<file path="config.mk">
export PLATFORM = sky130hd
export DESIGN_NAME = mfm_classify
export DESIGN_NICKNAME = d
export VERILOG_FILES = /design/src/rtl/mfm_classify_pkg.sv /design/src/rtl/mfm_edge_detect.sv /design/src/rtl/mfm_classify.sv
export SDC_FILE = /design/constraint.sdc
export NUM_CORES = 1
export LEC_CHECK = 0
export ABC_AREA = 1
export CORE_ASPECT_RATIO = 1.75
export CORE_MARGIN = 2
export CORE_UTILIZATION = 50
export DETAILED_ROUTE_END_ITERATION = 10
export GPL_TIMING_DRIVEN = 0
export PLACE_DENSITY = 0.81
export SYNTH_ARGS = -nofsm -noshare
export SYNTH_HDL_FRONTEND = slang
export SYNTH_SLANG_ARGS = --single-unit
</file>
<file path="constraint.sdc">
create_clock -name i_Clk -period 2.2 [get_ports i_Clk]
set_clock_uncertainty 0.15 [all_clocks]
set_input_delay 0.22 -clock i_Clk [delete_from_list [all_inputs] [get_ports i_Clk]]
set_output_delay 0.22 -clock i_Clk [all_outputs]
set_load 0.005 [all_outputs]
</file>
<file path="src/rtl/mfm_classify_pkg.sv">
// ============================================================================
// Module   : mfm_classify_pkg
// Purpose  : Shared MFM definitions: data-rate thresholds, nominal cell
//            counts, FSM state encodings and the interval classifier.
// Revision : 1.0 - initial release
// ============================================================================
`default_nettype none

package mfm_classify_pkg;

    // FSM encodings shared by every MFM block that tracks a reference edge
    typedef enum logic [0:0] {
        ST_IDLE    = 1'b0,
        ST_MEASURE = 1'b1
    } mfm_state_e;

    typedef enum logic [1:0] {
        SYM_S   = 2'd0,
        SYM_M   = 2'd1,
        SYM_L   = 2'd2,
        SYM_ERR = 2'd3
    } mfm_sym_e;

    // 16 MHz clock, DD 250 kbit/s
    localparam int unsigned MFM_DD_NOM_S = 64;
    localparam int unsigned MFM_DD_NOM_M = 96;
    localparam int unsigned MFM_DD_NOM_L = 128;
    localparam int unsigned MFM_DD_T_MIN = 48;
    localparam int unsigned MFM_DD_T_SM  = 80;
    localparam int unsigned MFM_DD_T_ML  = 112;
    localparam int unsigned MFM_DD_T_MAX = 144;

    // 16 MHz clock, HD 500 kbit/s
    localparam int unsigned MFM_HD_NOM_S = 32;
    localparam int unsigned MFM_HD_NOM_M = 48;
    localparam int unsigned MFM_HD_NOM_L = 64;
    localparam int unsigned MFM_HD_T_MIN = 24;
    localparam int unsigned MFM_HD_T_SM  = 40;
    localparam int unsigned MFM_HD_T_ML  = 56;
    localparam int unsigned MFM_HD_T_MAX = 72;

    function automatic mfm_sym_e mfm_classify_interval(
        input int unsigned n,
        input int unsigned t_min,
        input int unsigned t_sm,
        input int unsigned t_ml,
        input int unsigned t_max
    );
        if (n < t_min)      return SYM_ERR;
        else if (n < t_sm)  return SYM_S;
        else if (n < t_ml)  return SYM_M;
        else if (n < t_max) return SYM_L;
        else                return SYM_ERR;
    endfunction

endpackage

`default_nettype wire

</file>
<file path="src/rtl/mfm_edge_detect.sv">
// ============================================================================
// Module   : mfm_edge_detect
// Purpose  : Two-flop synchroniser plus history flop; one-cycle pulse on each
//            falling edge of an asynchronous active-low input.
// Revision : 1.0 - initial release
// ============================================================================
`default_nettype none

module mfm_edge_detect (
    input  logic i_Clk,
    input  logic i_Reset_n,
    input  logic i_Pin_n,
    output logic o_Fall
);

    logic sync1_q;
    logic sync2_q;
    logic hist_q;

    // Reset to 1 so an idle (high) line never produces a spurious edge
    always_ff @(posedge i_Clk) begin
        if (!i_Reset_n) begin
            sync1_q <= 1'b1;
            sync2_q <= 1'b1;
            hist_q  <= 1'b1;
        end else begin
            sync1_q <= i_Pin_n;
            sync2_q <= sync1_q;
            hist_q  <= sync2_q;
        end
    end

    assign o_Fall = hist_q & ~sync2_q;

endmodule

`default_nettype wire

</file>
<file path="src/rtl/mfm_classify.sv">
// ============================================================================
// Module   : mfm_classify
// Purpose  : Measures flux-edge intervals and emits S/M/L/Error strobes.
// Revision : 1.0 - initial release
// ============================================================================
`default_nettype none

module mfm_classify
    import mfm_classify_pkg::*;
#(
    parameter int unsigned CNT_W = 8,
    parameter int unsigned T_MIN = MFM_DD_T_MIN,
    parameter int unsigned T_SM  = MFM_DD_T_SM,
    parameter int unsigned T_ML  = MFM_DD_T_ML,
    parameter int unsigned T_MAX = MFM_DD_T_MAX
) (
    input  logic             i_Clk,
    input  logic             i_Reset_n,
    input  logic             i_Flux_n,
    output logic             o_S,
    output logic             o_M,
    output logic             o_L,
    output logic             o_Error,
    output logic [CNT_W-1:0] o_Interval
);

    localparam logic [CNT_W-1:0] C_T_MAX = CNT_W'(T_MAX);
    localparam logic [CNT_W-1:0] C_ONE   = CNT_W'(1);

    logic             w_fall;
    mfm_sym_e         w_sym;

    mfm_state_e       state_q,    state_d;
    logic [CNT_W-1:0] cnt_q,      cnt_d;
    logic [CNT_W-1:0] interval_q, interval_d;
    logic             s_q,   s_d;
    logic             m_q,   m_d;
    logic             l_q,   l_d;
    logic             err_q, err_d;

    mfm_edge_detect u_edge (
        .i_Clk     (i_Clk),
        .i_Reset_n (i_Reset_n),
        .i_Pin_n   (i_Flux_n),
        .o_Fall    (w_fall)
    );

    assign w_sym = mfm_classify_interval(32'(cnt_q), T_MIN, T_SM, T_ML, T_MAX);

    always_comb begin
        state_d    = state_q;
        cnt_d      = cnt_q;
        interval_d = interval_q;
        s_d        = 1'b0;
        m_d        = 1'b0;
        l_d        = 1'b0;
        err_d      = 1'b0;

        case (state_q)
            ST_IDLE: begin
                if (w_fall) begin
                    cnt_d   = C_ONE;
                    state_d = ST_MEASURE;
                end
            end
            ST_MEASURE: begin
                // Timeout is checked first so a coincident edge is dropped
                if (cnt_q == C_T_MAX) begin
                    err_d      = 1'b1;
                    interval_d = C_T_MAX;
                    cnt_d      = '0;
                    state_d    = ST_IDLE;
                end else if (w_fall) begin
                    interval_d = cnt_q;
                    cnt_d      = C_ONE;
                    case (w_sym)
                        SYM_S:   s_d   = 1'b1;
                        SYM_M:   m_d   = 1'b1;
                        SYM_L:   l_d   = 1'b1;
                        default: err_d = 1'b1;
                    endcase
                end else begin
                    cnt_d = cnt_q + C_ONE;
                end
            end
            default: state_d = ST_IDLE;
        endcase
    end

    always_ff @(posedge i_Clk) begin
        if (!i_Reset_n) begin
            state_q    <= ST_IDLE;
            cnt_q      <= '0;
            interval_q <= '0;
            s_q        <= 1'b0;
            m_q        <= 1'b0;
            l_q        <= 1'b0;
            err_q      <= 1'b0;
        end else begin
            state_q    <= state_d;
            cnt_q      <= cnt_d;
            interval_q <= interval_d;
            s_q        <= s_d;
            m_q        <= m_d;
            l_q        <= l_d;
            err_q      <= err_d;
        end
    end

    assign o_S        = s_q;
    assign o_M        = m_q;
    assign o_L        = l_q;
    assign o_Error    = err_q;
    assign o_Interval = interval_q;

endmodule

`default_nettype wire

</file>
==> run_results.csv <==
group,metric,value,unit
status,outcome,"complete, no violations",
worst_setup_path,crit_path_start_kind,"flop",
synth,synth_area_leader_cell,"dfxtp_1",
clock_tree,cts_resized,0,
synth,synth_nets,166,
drt,wl_per_cell,11.3,µm
die,fp.dieH,67.6,µm
timing,fmax,0.623,GHz
timing,setup_total_negative_slack,0,ns
worst_setup_path,critPathTopFamily,"simple AND/OR/NAND/NOR gates",
job,maxCapViolations,0,
placed_design,globalplace.congestion,0.888,
synth,yosysTopAreaCellShare,41.5,%
die,dieWidth,40.4,µm
cells_and_area,final_area,1380,µm²
placed_design,pre_cts_ws,0.554,ns
clock_tree,cts_tree,"built",
die,dieArea,2730,µm²
worst_setup_path,critPathCaptureType,"flop",
worst_setup_path,required,2.23,ns
timing,min_period,1.61,ns
cells_and_area,drive_gt1_share,15.6,%
drt,vias,1019,
synth,ys_seq_elements,24,
synth,syn_area_per_cell,7.19,µm²
clock_tree,hold_buffers,0,
drt,dr.pass1.iters,4,
global_routing,gr-total-overflow,0,
clock_tree,cts_root_buf,"clkbuf_8",
timing,rsz0062_at_grt,"no",
die,initial_utilization,51.6,%
synth,synth_area_leaders,"dfxtp_1, nand2_1, nand3_1",
worst_setup_path,cp.arrival,1.63,ns
pwr,p_leak,0.574,nW
worst_setup_path,critical_path.most_common_cell,"nand2_4",
worst_setup_path,path_class,"flop to flop",
pwr,total_power,801,µW
cells_and_area,post-route-util,61.6,%
placed_design,port_buffers,14,
synth,synthDistinctLibCells,25,
timing,whs,0.274,ns
clock_tree,numCtsBuffers,3,
drt,drt_wl_total,2.32,mm
placed_design,dp_hpwl,1.82,mm
pwr,p_per_area,579,nW/µm²
clock_tree,clk_latency,0.27,ns
cells_and_area,final_cells,204,
die,rows,23,
global_routing,grt_usage,19.8,%
synth,synth-seq-area-share,41.5,%
placed_design,place_area,1330,µm²
drt,via_per_inst,5.00,
global_routing,grt_start_max_net_pins,14,
drt,drc,0,
timing,finalMaxSlewViolations,0,
cells_and_area,layout_common_cells,"nand2_1, dfxtp_1, nor2_1",
timing,relSlewSlack,71.6,%
global_routing,antenna_found_initial,0,
timing,tightest_slew,0.426,ns
global_routing,grt_pass1_vias,970,
drt,drt-initial-drc-count,41,
cells_and_area,final_common_cell,"nand2_1",
synth,synth_warnings,0,
worst_hold_path,hold_path.class,"flop to flop",
clock_tree,cts_max_level,1,
worst_setup_path,worstPathCellList,"inv_1, ha_1, nand2_2, nor2_4, nand2_4, nand2_8, nand2_4, inv_4, nor2_1, nor2_2",
timing,min_period_over_period,73.0,%
clock_tree,clk_path_buf_depth,2,
timing,fin_ws,0.594,ns
global_routing,grt_pass1_wl,3.77,mm
die,coreArea,2240,µm²
synth,synth_area,1160,µm²
clock_tree,cts.sinks,24,
cells_and_area,area_delta_synth_final,19.6,%
synth,synth_cells,161,
pwr,irDropWorstVdd,0.345,mV
worst_setup_path,crit_buf_inv,2,
timing,hold_violations,0,
cells_and_area,diodes,0,
worst_setup_path,max_stage_delay,0.40,ns
worst_setup_path,path_max_fanout,7,
cells_and_area,fin_nets,185,
placed_design,dp_cells,200,
timing,setup_viol,0,
drt,final_antenna_net_count,0,
clock_tree,cts_setup_buffers,0,
die,ios,15,
worst_setup_path,cpMaxStageDelayCell,"dfxtp_1",
clock_tree,clkTransAtPathRegs,0.08,ns
routing by layer:
layer | GRT usage (%) | part of all wire, % | vias up
met5 | 0 | 0 | -
met4 | 10.8 | 2.3 | 0
met3 | 1.97 | 1.8 | 5
met2 | 37.5 | 56 | 12
met1 | 18.8 | 40 | 456
li1 | - | - | 546
power breakdown:
part | leakage, nW | switching [mW] | internal (mW) | total, mW
registers | 0.194 | 0.00413 | 0.441 | 0.445
logic | 0.351 | 0.0332 | 0.0213 | 0.0546
clock network | 0.0288 | 0.141 | 0.160 | 0.302
total | 0.574 | 0.179 | 0.622 | 0.801
area by class of cell:
class | count | area (µm²)
Fill cell | 200 | 861
Multi-Input combinational cell | 113 | 571
Sequential cell | 24 | 480
Timing Repair Buffer | 14 | 140
Inverter | 19 | 73.8
Clock buffer | 4 | 55.1
Buffer | 5 | 32.5
Tap cell | 25 | 31.3
synth_stat cells (all sizes together):
library cell  number
nand4              7
dfxtp             24
nor3               1
buf                5
ha                 2
nand2             44
inv               18
or2                3
nand3             16
o21ai              6
a21oi              8
nor2              26
clkinv             1
worst reg2reg max path, delay by kind of cell (launching register included):
family | cells | cell delay, ns
and+or+nand+nor | 7 | 0.60
DFF | 1 | 0.40
adders and majority gates | 1 | 0.22
buffers and inverters | 2 | 0.15
worst paths after layout:
| path | startpoint | endpoint | slack, ns | depth (start not counted) |
|---|---|---|---|---|
| max | cnt_q[0]$_SDFFE_PN0P_ | o_Interval[7]$_SDFFE_PN0P_ | 0.59 | 10 |
| min | u_edge.sync1_q$_SDFF_PN1_ | u_edge.sync2_q$_SDFF_PN1_ | 0.27 | 1 |
| max reg2reg | cnt_q[0]$_SDFFE_PN0P_ | o_Interval[7]$_SDFFE_PN0P_ | 0.59 | 10 |
| min reg2reg | u_edge.sync1_q$_SDFF_PN1_ | u_edge.sync2_q$_SDFF_PN1_ | 0.27 | 1 |
cells by family (layout without fill, tap and decap cells):
family          count (synthesis)  in the layout  share of synthesized area, %
compound gates                 14             14                          6.38
simple gates                   97             97                          40.8
fa+ha+maj                       2              2                          2.16
flops                          24             24                          41.5
buf+inv                        24             42                          9.19
No activity file was read; power rests on OpenSTA's default activity.
